File: src/rtl/eth_pkg.sv
// Shared definitions for the Ethernet receive path: FSM states, framing constants
// and the CRC-32 byte step used by the FCS engine.
package eth_pkg;

    typedef enum logic [2:0] {
        ST_IDLE = 3'd0,
        ST_PREA = 3'd1,
        ST_HEAD = 3'd2,
        ST_DATA = 3'd3,
        ST_DROP = 3'd4
    } rx_state_e;

    localparam logic [7:0]  PREAMBLE_BYTE = 8'h55;
    localparam logic [7:0]  SFD_BYTE      = 8'hD5;
    localparam logic [47:0] BCAST_MAC     = 48'hFFFF_FFFF_FFFF;
    localparam int          HDR_LEN       = 14;
    localparam int          FCS_LEN       = 4;
    localparam logic [31:0] CRC_RESIDUE   = 32'hC704DD7B;
    localparam logic [31:0] CRC_POLY      = 32'h04C1_1DB7;

    localparam logic [2:0]  PRE_MAX  = 3'd7;
    localparam logic [3:0]  DST_LAST = 4'd5;
    localparam logic [3:0]  SRC_LAST = 4'd11;
    localparam logic [3:0]  HDR_LAST = 4'(HDR_LEN - 1);
    // Post-header bytes needed before the holdback line has a payload byte to release.
    localparam logic [2:0]  DATA_MIN = 3'(FCS_LEN + 1);

    // Ethernet bit order: each byte enters LSB first into an MSB-shifting register.
    function automatic logic [31:0] crc32_byte(input logic [31:0] crc, input logic [7:0] data);
        logic [31:0] c;
        logic        fb;
        c = crc;
        for (int i = 0; i < 8; i++) begin
            fb = c[31] ^ data[i];
            c  = {c[30:0], 1'b0} ^ (fb ? CRC_POLY : 32'h0000_0000);
        end
        return c;
    endfunction

endpackage

File: src/rtl/eth_fcs.sv
// CRC-32 engine shared with the transmit side; one byte per enabled cycle,
// Reset reseeds the register for a new frame.
module eth_fcs
    import eth_pkg::*;
(
    input  logic        Clk,
    input  logic        Reset,
    input  logic [7:0]  Data_in,
    input  logic        Enable,
    output logic [31:0] Crc
);

    // CRC register update.
    always_ff @(posedge Clk) begin
        if (Reset) begin
            Crc <= 32'hFFFF_FFFF;
        end else if (Enable) begin
            Crc <= crc32_byte(Crc, Data_in);
        end
    end

endmodule

File: src/rtl/rx_eth.sv
// Ethernet receive deframer: strips preamble/SFD, parses and filters the header,
// forwards payload as AXI-Stream with the FCS held back and checked.
module rx_eth
    import eth_pkg::*;
#(
    parameter bit PROMISC = 1'b0
) (
    input  logic        s_axis_aclk,
    input  logic        s_axis_aresetn,
    input  logic [47:0] local_mac,
    input  logic [7:0]  s_axis_tdata,
    input  logic        s_axis_tvalid,
    output logic [7:0]  m_axis_tdata,
    output logic        m_axis_tvalid,
    output logic        m_axis_tuser,
    output logic        m_axis_tlast,
    output logic [47:0] rx_dst_mac,
    output logic [47:0] rx_src_mac,
    output logic [15:0] rx_eth_type,
    output logic        fcs_ok,
    output logic        rx_err,
    output logic        rx_drop
);

    logic [7:0]  byte_r;
    logic        valid_r;
    rx_state_e   state_r;
    logic [2:0]  pre_cnt_r;
    logic [3:0]  hdr_cnt_r;
    logic [2:0]  data_cnt_r;
    logic [47:0] dst_r;
    logic [47:0] src_r;
    logic [15:0] type_r;
    logic [31:0] hold_r;
    logic [7:0]  pend_r;
    logic        first_r;
    logic        err_pend_r;
    logic        drop_pend_r;

    logic [47:0] dst_next_s;
    logic        addr_hit_s;
    logic        crc_rst_s;
    logic        crc_en_s;
    logic [31:0] crc_s;

    eth_fcs u_fcs (
        .Clk     (s_axis_aclk),
        .Reset   (crc_rst_s),
        .Data_in (byte_r),
        .Enable  (crc_en_s),
        .Crc     (crc_s)
    );

    // Filter sees the destination including the byte currently being parsed.
    always_comb begin
        dst_next_s = {dst_r[39:0], byte_r};
        if (PROMISC) begin
            addr_hit_s = 1'b1;
        end else begin
            addr_hit_s = (dst_next_s == local_mac) || (dst_next_s == BCAST_MAC);
        end
        crc_rst_s = valid_r && (state_r == ST_PREA) && (byte_r == SFD_BYTE);
        if (valid_r && ((state_r == ST_HEAD) || (state_r == ST_DATA))) begin
            crc_en_s = 1'b1;
        end else begin
            crc_en_s = 1'b0;
        end
    end

    // Input register stage and the extra stage that places error/drop pulses.
    always_ff @(posedge s_axis_aclk or negedge s_axis_aresetn) begin
        if (!s_axis_aresetn) begin
            byte_r  <= 8'h00;
            valid_r <= 1'b0;
            rx_err  <= 1'b0;
            rx_drop <= 1'b0;
        end else begin
            byte_r  <= s_axis_tdata;
            valid_r <= s_axis_tvalid;
            rx_err  <= err_pend_r;
            rx_drop <= drop_pend_r;
        end
    end

    // Deframing FSM with registered stream outputs.
    always_ff @(posedge s_axis_aclk or negedge s_axis_aresetn) begin
        if (!s_axis_aresetn) begin
            state_r       <= ST_IDLE;
            pre_cnt_r     <= 3'd0;
            hdr_cnt_r     <= 4'd0;
            data_cnt_r    <= 3'd0;
            dst_r         <= 48'h0;
            src_r         <= 48'h0;
            type_r        <= 16'h0;
            hold_r        <= 32'h0;
            pend_r        <= 8'h00;
            first_r       <= 1'b0;
            err_pend_r    <= 1'b0;
            drop_pend_r   <= 1'b0;
            m_axis_tdata  <= 8'h00;
            m_axis_tvalid <= 1'b0;
            m_axis_tuser  <= 1'b0;
            m_axis_tlast  <= 1'b0;
            fcs_ok        <= 1'b0;
            rx_dst_mac    <= 48'h0;
            rx_src_mac    <= 48'h0;
            rx_eth_type   <= 16'h0;
        end else begin
            err_pend_r    <= 1'b0;
            drop_pend_r   <= 1'b0;
            m_axis_tvalid <= 1'b0;
            m_axis_tuser  <= 1'b0;
            m_axis_tlast  <= 1'b0;
            fcs_ok        <= 1'b0;
            case (state_r)
                ST_IDLE: begin
                    if (valid_r) begin
                        if (byte_r == PREAMBLE_BYTE) begin
                            state_r   <= ST_PREA;
                            pre_cnt_r <= 3'd1;
                        end else begin
                            state_r    <= ST_DROP;
                            err_pend_r <= 1'b1;
                        end
                    end
                end
                ST_PREA: begin
                    if (!valid_r) begin
                        state_r    <= ST_IDLE;
                        err_pend_r <= 1'b1;
                    end else if (byte_r == PREAMBLE_BYTE) begin
                        if (pre_cnt_r == PRE_MAX) begin
                            state_r    <= ST_DROP;
                            err_pend_r <= 1'b1;
                        end else begin
                            pre_cnt_r <= pre_cnt_r + 3'd1;
                        end
                    end else if (byte_r == SFD_BYTE) begin
                        state_r   <= ST_HEAD;
                        hdr_cnt_r <= 4'd0;
                    end else begin
                        state_r    <= ST_DROP;
                        err_pend_r <= 1'b1;
                    end
                end
                ST_HEAD: begin
                    if (!valid_r) begin
                        state_r    <= ST_IDLE;
                        err_pend_r <= 1'b1;
                    end else begin
                        if (hdr_cnt_r <= DST_LAST) begin
                            dst_r <= dst_next_s;
                        end else if (hdr_cnt_r <= SRC_LAST) begin
                            src_r <= {src_r[39:0], byte_r};
                        end else begin
                            type_r <= {type_r[7:0], byte_r};
                        end
                        hdr_cnt_r <= hdr_cnt_r + 4'd1;
                        if ((hdr_cnt_r == DST_LAST) && !addr_hit_s) begin
                            state_r     <= ST_DROP;
                            drop_pend_r <= 1'b1;
                        end else if (hdr_cnt_r == HDR_LAST) begin
                            state_r    <= ST_DATA;
                            data_cnt_r <= 3'd0;
                            first_r    <= 1'b1;
                        end
                    end
                end
                ST_DATA: begin
                    // A pending byte exists only once DATA_MIN bytes have passed the holdback line.
                    if (valid_r) begin
                        hold_r <= {hold_r[23:0], byte_r};
                        pend_r <= hold_r[31:24];
                        if (data_cnt_r == DATA_MIN) begin
                            m_axis_tvalid <= 1'b1;
                            m_axis_tdata  <= pend_r;
                            m_axis_tuser  <= first_r;
                            first_r       <= 1'b0;
                            if (first_r) begin
                                rx_dst_mac  <= dst_r;
                                rx_src_mac  <= src_r;
                                rx_eth_type <= type_r;
                            end
                        end else begin
                            data_cnt_r <= data_cnt_r + 3'd1;
                        end
                    end else begin
                        state_r <= ST_IDLE;
                        if (data_cnt_r == DATA_MIN) begin
                            m_axis_tvalid <= 1'b1;
                            m_axis_tdata  <= pend_r;
                            m_axis_tuser  <= first_r;
                            m_axis_tlast  <= 1'b1;
                            fcs_ok        <= (crc_s == CRC_RESIDUE);
                            first_r       <= 1'b0;
                            if (first_r) begin
                                rx_dst_mac  <= dst_r;
                                rx_src_mac  <= src_r;
                                rx_eth_type <= type_r;
                            end
                        end else begin
                            err_pend_r <= 1'b1;
                        end
                    end
                end
                ST_DROP: begin
                    if (!valid_r) begin
                        state_r <= ST_IDLE;
                    end
                end
                default: begin
                    state_r <= ST_IDLE;
                end
            endcase
        end
    end

endmodule

File: config.mk
export PLATFORM = sky130hd
export DESIGN_NAME = rx_eth
export DESIGN_NICKNAME = d
export VERILOG_FILES = /design/src/rtl/eth_pkg.sv /design/src/rtl/eth_fcs.sv /design/src/rtl/rx_eth.sv
export SDC_FILE = /design/constraint.sdc
export NUM_CORES = 1
export LEC_CHECK = 0
export CAP_MARGIN = 10
export CORE_ASPECT_RATIO = 1.5
export CORE_MARGIN = 4
export CORE_UTILIZATION = 35
export DETAILED_ROUTE_END_ITERATION = 6
export SYNTH_ARGS = -nofsm -noshare
export SYNTH_HDL_FRONTEND = slang
export SYNTH_SLANG_ARGS = --single-unit
export TNS_END_PERCENT = 5
File: constraint.sdc
create_clock -name s_axis_aclk -period 2.06 [get_ports s_axis_aclk]
set_input_delay 0.412 -clock s_axis_aclk [delete_from_list [all_inputs] [get_ports s_axis_aclk]]
set_output_delay 0.412 -clock s_axis_aclk [all_outputs]
set_load 0.03 [all_outputs]
After elaboration in Yosys (flattened, before gate mapping)
Cells that the tools add are included.
{"block": "word_totals", "inputBits": 59, "ff_bits": 335, "elab_cells": 164, "output_inout_bits": 126}
{"block": "classes", "bitwise": 18, "n_addsub": 3, "eq_ne": 29, "n_reduce_logical": 23, "magnitude_cmp": 2, "muxes": 64}
{"op": "$xor 32x32->32", "count": 8}
{"op": "$mux 27", "count": 8}
{"op": "$mux 3", "count": 20}
{"op": "$eq 48x48->1", "count": 1}
{"op": "$eq 48x48->1 const B", "count": 1}
{"op": "$eq 32x32->1 const B", "count": 1}
{"op": "$mux 1", "count": 26}
{"op": "$ne 2x2->1 const B", "count": 10}
{"op": "$mux 4", "count": 4}
{"op": "$pmux 3 s2", "count": 2}
{"op": "$pmux 3 s4", "count": 1}
{"op": "$reduce_and 4->1", "count": 3}
{"op": "$reduce_and 6->1", "count": 2}
{"op": "$reduce_and 5->1", "count": 2}
{"op": "$eq 3x3->1 const B", "count": 3}
{"op": "$eq 8x7->1 const B", "count": 1}
{"op": "$eq 8x8->1 const B", "count": 1}
{"op": "$ne 2x1->1 const B", "count": 4}
{"op": "$pmux 4 s2", "count": 1}
{"op": "$xor 1x1->1", "count": 8}
{"op": "$add 3x1->3 const B", "count": 2}
{"op": "$eq 3x2->1 const B", "count": 2}
{"op": "$reduce_and 3->1", "count": 2}
{"op": "$reduce_bool 2->1", "count": 3}
{"op": "17 further kinds", "count": 23}

Logic depth before layout (Yosys ltp)
{"block": "depth", "depth_word": 24, "ltp_mapped": 8, "mapped_depth_nobuf": 7}

Modules after synthesis
From an unflattened synthesis, not the netlist that was laid out.
{"block": "unflattened", "cells_unflattened": 1228, "area_unflattened_um2": 14234.9}
{"module": "rx_eth", "area_each_um2": 12309.3, "instances": 1, "seq_area_each_um2": 7582.3, "cells_each": 1039}
{"module": "eth_fcs", "area_each_um2": 1925.6, "instances": 1, "seq_area_each_um2": 640.6, "cells_each": 189}

Least setup slack after synthesis
Ideal clock, no wire load.
{"block": "synth_timing", "path_kind": "flip-flop to flip-flop", "startpoint": "reg hdr_cnt_r[1]", "endpoint": "reg dst_r[28]", "setup_time_ps": 125, "synth_period_minus_slack_ps": 2068, "path_stages_with_launch": 8, "path_buffers": 2, "setup_slack_ps": -8, "t_required_ps": 1935, "arrival_ps": 1944, "cell_sequence": "dfrtp_1 inv_1 ha_1 nor2_1 a2111oi_2 buf_2 buf_2 mux2_2"}
{"block": "synth_via", "elab_chain_cells": 2}
{"element": "start, declared", "line_no": "rx_eth.sv:29", "source": "logic [3:0] hdr_cnt_r;"}
{"element": "start signal, assigned", "line_no": "rx_eth.sv:158", "source": "hdr_cnt_r <= hdr_cnt_r + 4'd1;"}
{"element": "$le 4x3->1", "line_no": "rx_eth.sv:151", "source": "if (hdr_cnt_r <= DST_LAST) begin"}
{"element": "$reduce_and 3->1 (no source line)"}
{"element": "end signal, assigned", "line_no": "rx_eth.sv:152", "source": "dst_r <= dst_next_s;"}
{"element": "end, declared", "line_no": "rx_eth.sv:31", "source": "logic [47:0] dst_r;"}
No other way between the ends.
A chain may end at the register's enable or synchronous reset.

Final worst setup path
{"block": "layout_timing", "startpoint": "reg rx_dst_mac[29]", "endpoint": "out rx_dst_mac[29]"}
{"element": "start, declared", "line_no": "rx_eth.sv:17", "source": "output logic [47:0] rx_dst_mac,"}
{"element": "start signal, assigned", "line_no": "rx_eth.sv:180", "source": "rx_dst_mac <= dst_r;"}
{"element": "start signal, assigned", "line_no": "rx_eth.sv:197", "source": "rx_dst_mac <= dst_r;"}
No word-level cell between the ends.

==> results.md <==
* Clock tree buffer depth at 3
* # port buffers at roughly 180
* Met2 Use GR at 0.2689
* Mapped Cells at 983
* DP HPWL at 23.51 mm
* Leakage power at 8.671 nW
* Synth area leaders: dfrtp_1, mux2_2, dfxtp_1, xor2_1, xnor2_1
* Required time of the critical path at 1.65 ns
* DIE HEIGHT at 253.3 um
* Min-Delay Path Class: primary input to flip-flop
* Starting Density at 0.3551
* Clk_skew at 0.01993 ns
* Largest net degree at the start of global routing at 55
* Antenna viol nets, final at 0
* Slew Limit Fails at 0
* Minimum clock period at 2.012 ns
* Final nets at roughly 1,300
* Worst Tran Pin Value at 0.5149 ns
* Clock-pin slew on the worst setup and hold paths at 0.06 ns
* Pre-CTS setup slack at -0.2234 ns
* CP Capture Type: primary output
* Crit Path Max Fanout at 2
* Cell family with most CP delay: buffers and inverters
* Synth unique cells at 54
* WP depth at 1
* Psw at 3.073 mW
* Endpoints failing hold at 0
* Async set or reset register ratio after synthesis at 0.9045
* Area grow syn2layout at 29.94%
* TritonCTS clock tree: built
* CTS Buf Count at 36
* Setup Buffers After CTS at 0
* Core area at 39,530 um2
* Sw frac at 0.2204
* Post-route setup slack at 0.04785 ns
* Reg area at 8225 um2
* Core Util, Final at 0.4614
* FMAX at 0.4970 GHz
* Antenna Cells at 0
* M1 GR Usage at 0.1858
* Critical Path AT at roughly 1.6 ns
* Slowest cell on the critical path: clkdlybuf4s50_1
* Clock power share at 0.477
* Commonest non-fill, non-tap cell in the layout: dfrtp_1
* I/O Pins at 185
* CP Class: flip-flop to primary output
* Initial DRC count at about 330
* Max-cap violations at 0
* Initial antenna violation count at 0
* Synthesized area at 14,040 um2
* Syn Nets at 1,049
* Worst VDD drop at 568.4 uV
* Placed Area at 16,970 um2
* Post-Route WL at ~33 mm
* Routability Congestion at 0.8532
* Sequential power share at 0.474
* CP max stage delay at 0.73 ns
* Htree depth at 2
* Synth warn at 0
* Prevailing post-synth register cell: dfrtp_1
* Reg2Reg Depth at 7
* Vias in the first global route at approximately 8,900
* Area of the multi-input gates at approximately 5600 um2
* DR WL/cell at between 15 and 20 um
* Area of the die at 43,440 um2
* Clock tree root buffer cell: clkbuf_16
* Post-Layout Inst Area at approximately 18,000 um2
* PD cells at roughly 760 nW/um2
* Final Non-Filler Cells at 1,749
* Total number of vias at 8,554
* 1st-pass router iterations at 5
* Relative slew slack at 0.6567
* M3 GR Usage at 0.03373
* GR Overflow Total at 0
* Crit path launch type: flip-flop
* Share of cells above drive strength 1 at 0.3355
* Most frequent cells in the layout: dfrtp_1, mux2_2, clkdlybuf4s50_1
* Avg Synthesized Cell Area at between 10 and 15 um2
* Tot GR Track Use at 0.1528
* Pint at 10.87 mW
* Row count at 89
* Status: finished, final reports clean
* Largest area contributor in the netlist: dfrtp_1
* Synth top area share at 0.5402
* DRC violations left at 0
* Worst skew pair latency at 0.52 ns
* Combinational share of power at 0.049
* Hold Path Depth at 1
* Flops & latches, synth at 335
* Number of synthesized flops with an enable pin at 0
* Setup TNS at 0 ns
* Most Crowded Layer GR: met2
* Die X at roughly 170 um
* RSZ-0062 raised after global routing: true
* Global-route wire length before repair at roughly 52 mm
* Final setup fails at 0
* Final Cycle Share at 0.9768
* Vias per cell at 4.891
* DP Cell Count at 1,682
* Buf/Inv on CP at 1
* Register area share after synthesis at 0.5858
* Fill cells at roughly 3,600
* Critical-path cell list: clkdlybuf4s50_1
* Clock sinks at 335
==> registers in the layout, summed over array words and instances, names as in the netlist, 16 cells and up <==
| signal | count |
|---|---|
| dst_r | 48 |
| rx_dst_mac | 48 |
| rx_src_mac | 48 |
| src_r | 48 |
| hold_r | 32 |
| u_fcs.Crc | 32 |
| rx_eth_type | 16 |
| type_r | 16 |
==> Yosys cell counts (all sizes together) (3+ instances only) <==
| library cell | n |
|---|---|
| inv | 5 |
| xnor2 | 43 |
| clkbuf | 19 |
| nand2b | 4 |
| ha | 7 |
| o31ai | 3 |
| dfxtp | 32 |
| nor2 | 16 |
| and3 | 5 |
| nor4 | 19 |
| a21oi | 5 |
| o211ai | 26 |
| xor2 | 76 |
| nand2 | 46 |
| buf | 32 |
| nand3 | 4 |
| mux2 | 272 |
| dfrtp | 303 |
| nand4 | 17 |
| a22oi | 5 |
| nor3 | 4 |
| o21ai | 9 |
| nor2b | 3 |
| nand4b | 5 |
==> stage by stage <==
stage / total power [mW] / hold slack [ns]
floorplan: 7.016 / 0.1164
finish: 13.94 / 0.3240
CTS: 14.18 / 0.2950
global placement: 7.417 / 0.3431
global route: 14.46 / 0.3158
detailed placement: 7.421 / 0.3426
==> power groups by stage <==
stage               Combinational [mW]  Clock [mW]  Sequential [mW]
floorplan                        0.301           0             6.71
finish                           0.680        6.65             6.60
detailed placement               0.693           0             6.73
CTS                              0.699        6.87             6.60
global placement                 0.689           0             6.73
global route                     0.746        7.12             6.60
==> metal layers <==
metal  part of all wire  vias to the layer above
met1               0.41                     4370
met4              0.027                        0
met5                  0                        -
met3              0.050                       46
li1                   -                     3935
met2               0.52                      203
==> cell type report <==
cell class / count / area share
Clock buffer: 51 / 0.05927
Clock inverter: 15 / 0.008850
Inverter: 5 / 0.001098
Multi-Input combinational cell: 592 / 0.3066
Sequential cell: 335 / 0.4510
Tap cell: 500 / 0.03430
Timing Repair Buffer: 251 / 0.1389
==> final timing paths <==
| check | from | to | slack (ns) |
|---|---|---|---|
| max | rx_dst_mac[29] | rx_dst_mac[29] | 0.05 |
| min | s_axis_tvalid | valid_r | 0.32 |
| max reg2reg | byte_r[3] | state_r[1] | 0.06 |
| min reg2reg | err_pend_r | rx_err | 0.36 |
| max in group asynchronous | s_axis_aresetn | byte_r[7] | 0.97 |
| min in group asynchronous | s_axis_aresetn | rx_src_mac[25] | 0.43 |
==> cell families after synthesis <==
family / synth area share
flip-flops: 0.5858
AND/OR/NAND/NOR: 0.05001
XOR/XNOR: 0.09084
adder cells (fa/ha/maj): 0.006240
multiplexers: 0.2182
buffers and inverters: 0.01809
AO/OA/AOI/OAI: 0.03075
==> timing repair <==
item	CTS	global route
endpoints found under the setup margin	1	102
endpoints found under the hold margin	42	0
hold buffers	1	0
gates resized for setup	1	6
(Power assumes the default switching activity.)
